File: src/rtl/rf_arb_pkg.sv
// Shared types and widths for the register-file write arbiter.
package rf_arb_pkg;

  localparam int RF_IDX_W = 5;
  localparam int XLEN     = 32;

  typedef struct packed {
    logic [RF_IDX_W-1:0] index;
    logic [XLEN-1:0]     value;
  } rf_wr_t;

  localparam rf_wr_t RF_WR_NONE = '{index: 5'd0, value: 32'd0};

  // Index 0 is the hardwired zero register; writes to it are dropped.
  function automatic logic rf_idx_writable(input logic [RF_IDX_W-1:0] idx);
    return (idx != 5'd0);
  endfunction

endpackage

File: src/rtl/rf_arb_fifo.sv
// In-order FIFO holding long-latency results until the writeback port is free.
module rf_arb_fifo
  import rf_arb_pkg::*;
#(
  parameter int DEPTH = 2
) (
  input  logic   clk_i,
  input  logic   reset_i,
  input  logic   push_i,
  input  rf_wr_t push_data_i,
  input  logic   pop_i,
  output logic   full_o,
  output logic   empty_o,
  output rf_wr_t head_o
);

  localparam int PTR_W = (DEPTH > 1) ? $clog2(DEPTH) : 1;
  localparam int CNT_W = $clog2(DEPTH + 1);
  localparam logic [PTR_W-1:0] PTR_ONE   = PTR_W'(1);
  localparam logic [CNT_W-1:0] CNT_ONE   = CNT_W'(1);
  localparam logic [CNT_W-1:0] CNT_DEPTH = CNT_W'(DEPTH);

  rf_wr_t            mem_q [DEPTH];
  logic [PTR_W-1:0]  wr_ptr_q, wr_ptr_d;
  logic [PTR_W-1:0]  rd_ptr_q, rd_ptr_d;
  logic [CNT_W-1:0]  count_q, count_d;
  logic              push_s;
  logic              pop_s;

  assign full_o  = (count_q == CNT_DEPTH);
  assign empty_o = (count_q == {CNT_W{1'b0}});
  assign head_o  = mem_q[rd_ptr_q];

  // Requests are qualified here so a stray push on full or pop on empty is harmless.
  always_comb begin
    push_s   = push_i & ~full_o;
    pop_s    = pop_i & ~empty_o;
    wr_ptr_d = wr_ptr_q;
    rd_ptr_d = rd_ptr_q;
    count_d  = count_q;
    if (push_s) begin
      wr_ptr_d = wr_ptr_q + PTR_ONE;
    end else begin
      wr_ptr_d = wr_ptr_q;
    end
    if (pop_s) begin
      rd_ptr_d = rd_ptr_q + PTR_ONE;
    end else begin
      rd_ptr_d = rd_ptr_q;
    end
    if (push_s && !pop_s) begin
      count_d = count_q + CNT_ONE;
    end else if (pop_s && !push_s) begin
      count_d = count_q - CNT_ONE;
    end else begin
      count_d = count_q;
    end
  end

  // Pointer and occupancy state.
  always_ff @(posedge clk_i or posedge reset_i) begin
    if (reset_i) begin
      wr_ptr_q <= {PTR_W{1'b0}};
      rd_ptr_q <= {PTR_W{1'b0}};
      count_q  <= {CNT_W{1'b0}};
    end else begin
      wr_ptr_q <= wr_ptr_d;
      rd_ptr_q <= rd_ptr_d;
      count_q  <= count_d;
    end
  end

  // Storage is left unreset; the occupancy count guards every read.
  always_ff @(posedge clk_i) begin
    if (push_s) begin
      mem_q[wr_ptr_q] <= push_data_i;
    end
  end

endmodule

File: src/rtl/rf_write_arbiter.sv
// Single-port register-file write arbiter: writeback stage has priority,
// long-latency results queue in a FIFO and request a bubble when starved.
module rf_write_arbiter
  import rf_arb_pkg::*;
#(
  parameter int DEPTH        = 2,
  parameter int STARVE_LIMIT = 4
) (
  input  logic        clk_i,
  input  logic        reset_i,
  input  logic        wb_we_i,
  input  logic [4:0]  wb_index_i,
  input  logic [31:0] wb_value_i,
  input  logic        lu_valid_i,
  output logic        lu_ready_o,
  input  logic [4:0]  lu_index_i,
  input  logic [31:0] lu_value_i,
  output logic        rf_we_o,
  output logic [4:0]  rf_index_o,
  output logic [31:0] rf_value_o,
  output logic        stall_req_o,
  output logic        busy_o
);

  localparam int SC_W = $clog2(STARVE_LIMIT + 1);
  localparam logic [SC_W-1:0] SC_ONE   = SC_W'(1);
  localparam logic [SC_W-1:0] SC_LIMIT = SC_W'(STARVE_LIMIT);

  logic            fifo_full_s;
  logic            fifo_empty_s;
  rf_wr_t          fifo_head_s;
  rf_wr_t          lu_entry_s;
  logic            lu_push_s;
  logic            wb_live_s;
  logic            pop_s;

  logic            rf_we_q, rf_we_d;
  rf_wr_t          rf_wr_q, rf_wr_d;
  logic            stall_q, stall_d;
  logic [SC_W-1:0] starve_q, starve_d;

  assign lu_ready_o = ~fifo_full_s;
  assign busy_o     = ~fifo_empty_s;
  assign lu_entry_s = '{index: lu_index_i, value: lu_value_i};

  rf_arb_fifo #(
    .DEPTH (DEPTH)
  ) u_fifo (
    .clk_i       (clk_i),
    .reset_i     (reset_i),
    .push_i      (lu_push_s),
    .push_data_i (lu_entry_s),
    .pop_i       (pop_s),
    .full_o      (fifo_full_s),
    .empty_o     (fifo_empty_s),
    .head_o      (fifo_head_s)
  );

  // Arbitration: a live writeback always wins; the FIFO head fills idle slots.
  always_comb begin
    lu_push_s = lu_valid_i & lu_ready_o & rf_idx_writable(lu_index_i);
    wb_live_s = wb_we_i & rf_idx_writable(wb_index_i);
    pop_s     = ~wb_live_s & ~fifo_empty_s;
    rf_we_d   = 1'b0;
    rf_wr_d   = RF_WR_NONE;
    if (wb_live_s) begin
      rf_we_d = 1'b1;
      rf_wr_d = '{index: wb_index_i, value: wb_value_i};
    end else if (pop_s) begin
      rf_we_d = 1'b1;
      rf_wr_d = fifo_head_s;
    end else begin
      rf_we_d = 1'b0;
      rf_wr_d = RF_WR_NONE;
    end
  end

  // Starvation tracking; a pop in the current cycle suppresses the stall so it
  // drops the cycle after the head leaves.
  always_comb begin
    starve_d = starve_q;
    stall_d  = 1'b0;
    if (pop_s || fifo_empty_s) begin
      starve_d = {SC_W{1'b0}};
    end else if (starve_q != SC_LIMIT) begin
      starve_d = starve_q + SC_ONE;
    end else begin
      starve_d = starve_q;
    end
    if ((starve_q == SC_LIMIT) && !pop_s) begin
      stall_d = 1'b1;
    end else begin
      stall_d = 1'b0;
    end
  end

  // Output and starvation registers.
  always_ff @(posedge clk_i or posedge reset_i) begin
    if (reset_i) begin
      rf_we_q  <= 1'b0;
      rf_wr_q  <= RF_WR_NONE;
      stall_q  <= 1'b0;
      starve_q <= {SC_W{1'b0}};
    end else begin
      rf_we_q  <= rf_we_d;
      rf_wr_q  <= rf_wr_d;
      stall_q  <= stall_d;
      starve_q <= starve_d;
    end
  end

  assign rf_we_o     = rf_we_q;
  assign rf_index_o  = rf_wr_q.index;
  assign rf_value_o  = rf_wr_q.value;
  assign stall_req_o = stall_q;

endmodule

File: config.mk
export PLATFORM = sky130hd
export DESIGN_NAME = rf_write_arbiter
export DESIGN_NICKNAME = d
export VERILOG_FILES = /design/src/rtl/rf_arb_pkg.sv /design/src/rtl/rf_arb_fifo.sv /design/src/rtl/rf_write_arbiter.sv
export SDC_FILE = /design/constraint.sdc
export NUM_CORES = 1
export LEC_CHECK = 0
export BUFFER_PORTS_ARGS = -buffer_cell sky130_fd_sc_hd__clkbuf_2
export CORE_MARGIN = 2
export CORE_UTILIZATION = 30
export CTS_CLUSTER_SIZE = 12
export DETAILED_ROUTE_END_ITERATION = 16
export MAX_ROUTING_LAYER = met4
export PLACE_DENSITY = 0.53
export SLEW_MARGIN = 20
export SYNTH_ARGS = -nofsm -noshare
export SYNTH_HDL_FRONTEND = slang
export SYNTH_SLANG_ARGS = --single-unit
File: constraint.sdc
create_clock -name clk_i -period 7.6 [get_ports clk_i]
set_input_delay 0.76 -clock clk_i [delete_from_list [all_inputs] [get_ports clk_i]]
set_output_delay 0.76 -clock clk_i [all_outputs]
set_load 0.01 [all_outputs]
Yosys cells after proc, flatten, opt, wreduce, memory -nomap -nowiden
Memories as Yosys holds them, arrays and structs flattened. Index checks and enable logic that the tools add are counted.

Word-level logic and storage cells: 49. Memories kept: 1. Output and inout bits: 41. Memory bits (writable): 74. Register bits: 46.

Reduce and logical (&&, ||, !) cells: 12. Bitwise gates (word level): 9. Equal/unequal tests: 3. Multiplexer cells: 11. $add $sub $neg: 5.

Memories: u_fifo.mem_q (depth 2, width 37, rd ports 1, clocked after memory_dff 0, write ports 1, line rf_arb_fifo.sv:23) `rf_wr_t mem_q [DEPTH];`.

Operators with widths (count): $mux 37 (2); $reduce_bool 5->1 (2); $and 1x1->1 (6); $mux 3 (2); $mux 1 (5); $mux 2 (2); $reduce_bool 2->1 (2); $add 3x1->3 const B (1); $eq 3x3->1 const B (1); $logic_and 1x1->1 (3); $logic_not 1->1 (3); $ne 3x3->1 const B (1); $not 1->1 (3); $add 1x1->1 const B (2); $add 2x1->2 const B (1); $eq 2x2->1 const B (1); $logic_not 2->1 (1); $sub 2x1->2 const B (1); $logic_or 1x1->1 (1).

Longest topological paths before layout
Depth after elaboration: 9. Mapped depth: 9. Depth with buffers taken out: 7.

Cells and area by module
From an unflattened synthesis, not the netlist that was laid out.

Cells, all modules: 318. Area, all modules: 4823.4 sq um.

Modules (own cells, without submodules): rf_arb_fifo (area each 2952.8 sq um, seq. area each 2322.2 sq um, instances 1, cells each 135); rf_write_arbiter (area each 1870.5 sq um, seq. area each 1051.0 sq um, instances 1, cells each 183).

Least setup slack after synthesis
Ideal clock, no wire load.

Path kind: in2reg. Start: input lu_index_i[3]. End: memory u_fifo.mem_q[0][0] in the netlist's numbering, enable pin. Setup slack: 4611 ps. Arrival time: 2558 ps. Library setup time: 431 ps. Stages: 3. Data required time: 7169 ps. Cell sequence: or4_1 -> o211ai_2 -> nor2_1.

Word-level cells in the longest chain between the ends: 5.

Ends and longest elaborated chain: from (decl) (line rf_write_arbiter.sv:16) `input logic [4:0] lu_index_i,`; $reduce_bool 5->1 (line rf_arb_pkg.sv:16) `return (idx != 5'd0);`; $and 1x1->1 (line rf_write_arbiter.sv:61) `lu_push_s = lu_valid_i & lu_ready_o & rf_idx_writable(lu_index_i);`; $and 1x1->1 (line rf_arb_fifo.sv:36) `push_s = push_i & ~full_o;`; $mux 1 (line rf_arb_fifo.sv:75) `if (push_s) begin`; $mux 1 (implied by the code) (line rf_arb_fifo.sv:76) `mem_q[wr_ptr_q] <= push_data_i;`; to (decl) (line rf_arb_fifo.sv:23).

No other way between the ends.

Worst setup path after layout
Start: register u_fifo.count_q[0]. End: output busy_o.

Word-level cells in the longest chain between the ends: 2.

Ends and longest elaborated chain: from (decl) (line rf_arb_fifo.sv:26) `logic [CNT_W-1:0] count_q, count_d;`; from (signal assigned) (line rf_arb_fifo.sv:65) `count_q <= {CNT_W{1'b0}};`; from (signal assigned) (line rf_arb_fifo.sv:69) `count_q <= count_d;`; $logic_not 2->1 (line rf_arb_fifo.sv:31) `assign empty_o = (count_q == {CNT_W{1'b0}});`; $not 1->1 (line rf_write_arbiter.sv:43) `assign busy_o = ~fifo_empty_s;`; to (decl) (line rf_write_arbiter.sv:22) `output logic busy_o`.

No other way between the ends.

==> impl_metrics.toml <==
[route]
vias_per_cell = 4.33
first_pass_iters = 6
drt_wl_total_um = 9360
wl_per_cell_um = 15.3
antenna_left = 0
post-route-drc-count = 0
vias = 2652
drtIter0Drc = 93

[synthesis]
ys_dominant_reg_cell = "edfxtp_1"
synthCells = 283
yosys_warnings = 0
avgSynthCellArea_um2 = 16.4
synth_fp_nets = 364
synthTopCellsByCount = "edfxtp_1, dfrtp_1, mux2i_1"
synth_top_area_cell = "edfxtp_1"
synth_cell_type_count = 29
synthTopCellsByArea = "edfxtp_1, dfrtp_1, mux2i_1"
synthArstFlopShare_pct = 38.3
yosysSeqAreaShare_pct = 72.7
synth_top_area_share_pct = 47.9
synth_area_mm2 = 0.00464
synth-edff-count = 74
ys_ff_latch = 120
synth.most_common_cell = "edfxtp_1"

[grt]
overflow = 0
grt_max_degree = 47
grt_first_pass_wirelength_um = 14800
grt_usage_pct = 12.7
grt_pass1_vias = 2890
antenna_found_initial = 0

[setup_path]
critPathRequiredTime_ps = 6840
crit_buf_inv = 3
cp.depth = 4
r2r_end = "u_fifo.mem_q[0][30]"
cp_max_fo = 24
crit_chain = "nor2_4 -> buf_16 -> inv_1 -> clkbuf_2"
crit_type = "register to primary output"
cp_slowest_stage_delay_ps = 500
rrSetupSlack_ps = 5540
slowest_stage = "nor2_4"
crit_family = "simple AND/OR/NAND/NOR gates"
r2r_start = "u_fifo.count_q[0]"
rr_worst_depth = 4
cp-end-kind = "primary output"
start_kind = "register"
worstPathArrival_ps = 1800

[timing]
setup_violations = 0
finalSetupTns_ps = 0
rsz0062_at_grt = "no"
fin_hold_ws_ps = 486
worst_clock_skew_ps = 5.93
drv_slew = 0
max_freq_mhz = 390
finalCritPeriodShare_pct = 33.7
slew_headroom_pct = 42.3
fin_crit_ps = 2560
hold_viol_final = 0
worstMarginPinSlew_ps = 865

[layout]
drive_above_1_share_pct = 45.9
diodes = 0
area_growth_pct = 30.8
seqCellArea_mm2 = 0.00337
fin_nets = 493
fin_util_pct = 40.1
multi_input_area_mm2 = 0.00118
stdcell_count = 613
fillerInstances = 1417

[die]
fp-row-count = 45
num_io_pins = 119
core_mm2 = 0.0151
dieWidth_um = 128
die_y_um = 128
start_util_pct = 30.6
die-area_mm2 = 0.0165

[clock_tree]
clockBufferDepth = 2
cts_root_buf = "clkbuf_16"
cts_buffers = 17
cts.repair.resized = 0
cts_tree = "done"
clock-sinks = 120
clock_latency_ps = 410
cts-hold-fix-buffers = 0
path_clk_slew_ps = 50
cts_max_level = 4
post-cts-setup-buffer-count = 0

[placed_design]
gp_congestion = 0.695
dp_hpwl_um = 6130
port_buffers = 118
dp.cells = 580

[outcome]
run_status = "finished, final reports clean"

[pwr]
p_per_area_mw_per_mm2 = 385
vdd_drop_max_v = 0.000157
power_mw = 2.34
cellLeakagePower_nw = 2.61

[min_path]
hold_class = "input port to async pin"

[flow_run]
drv_cap = 0
-- metal layers --
metal  vias up  share of wire (%)  routed length, um  GRT usage, %
met3        17                6.0                563          5.32
met5         -                  0                  0             -
met1      1263                 44               4080          14.3
met4         0                2.0                190          5.43
met2        85                 48               4520          20.0
li1       1287                  -                  -             -
-- area by class of cell --
| cell class | count | area share, % |
|---|---|---|
| flip-flops and latches | 120 | 55.6 |
| multi-input cells | 144 | 19.5 |
| repair buffers | 123 | 10.7 |
| clock buffers | 20 | 7.52 |
| well taps | 188 | 3.88 |
| clock inverters | 12 | 2.47 |
| inverters | 6 | 0.392 |
-- worst max-delay path by stage --
stage                                  from                  to  slack [ps]
after detailed placement      wb_index_i[4]   u_fifo.count_q[1]        4800
after global placement        wb_index_i[4]   u_fifo.count_q[1]        4900
after floorplan               lu_index_i[3]  u_fifo.mem_q[0][0]        4610
after CTS                 u_fifo.count_q[0]              busy_o        4660
final                     u_fifo.count_q[0]              busy_o        5040
after global routing      u_fifo.count_q[0]              busy_o        4900
-- state kept, by name, summed over array words and instances (netlist names) --
register         flops
u_fifo.rd_ptr_q      1
rf_value_o          32
starve_q             3
stall_req_o          1
rf_index_o           5
u_fifo.count_q       2
u_fifo.wr_ptr_q      1
rf_we_o              1
u_fifo.mem_q        74
-- logic make-up after synthesis --
family	Yosys count	share of synthesized area [%]
AOI/OAI and AO/OA	12	2.10
xor gates and xnor gates	5	0.944
adders and majority gates	3	0.809
buffers and inverters	19	2.35
DFF	120	72.7
muxes	70	16.2
and+or+nand+nor	54	4.91
-- per-stage QoR --
| step | area, um2 | setup slack, ps |
|---|---|---|
| floorplan | 4640 | 4610 |
| global placement | 5430 | 4900 |
| detailed placement | 5430 | 4800 |
| CTS | 6040 | 4660 |
| global route | 6070 | 4900 |
| finish | 6070 | 5040 |
-- power by group --
group | total [mW] | internal [mW] | switching (mW)
sequential | 0.961 | 0.883 | 0.0774
combinational | 0.566 | 0.255 | 0.311
clock | 0.811 | 0.531 | 0.280
-- layout by cell type, fill, tap and decap left out, drive strengths merged --
| master | instances |
|---|---|
| ha | 3 |
| nand2 | 8 |
| buf | 5 |
| o2bb2ai | 1 |
| nand2b | 1 |
| o211ai | 1 |
| mux2i | 38 |
| nor2 | 37 |
| clkinv | 7 |
| o21ai | 3 |
| edfxtp | 74 |
| or4 | 1 |
| xor2 | 2 |
| or3 | 1 |
| clkinvlp | 3 |
| clkbuf | 138 |
| dfrtp | 46 |
| bufinv | 3 |
| nand3b | 1 |
| o21a | 1 |
| xnor2 | 3 |
| inv | 5 |
| o31ai | 5 |
| or2 | 1 |
| nor3 | 4 |
| a21oi | 1 |
| mux2 | 32 |
Power figures use the tool's default switching activity.
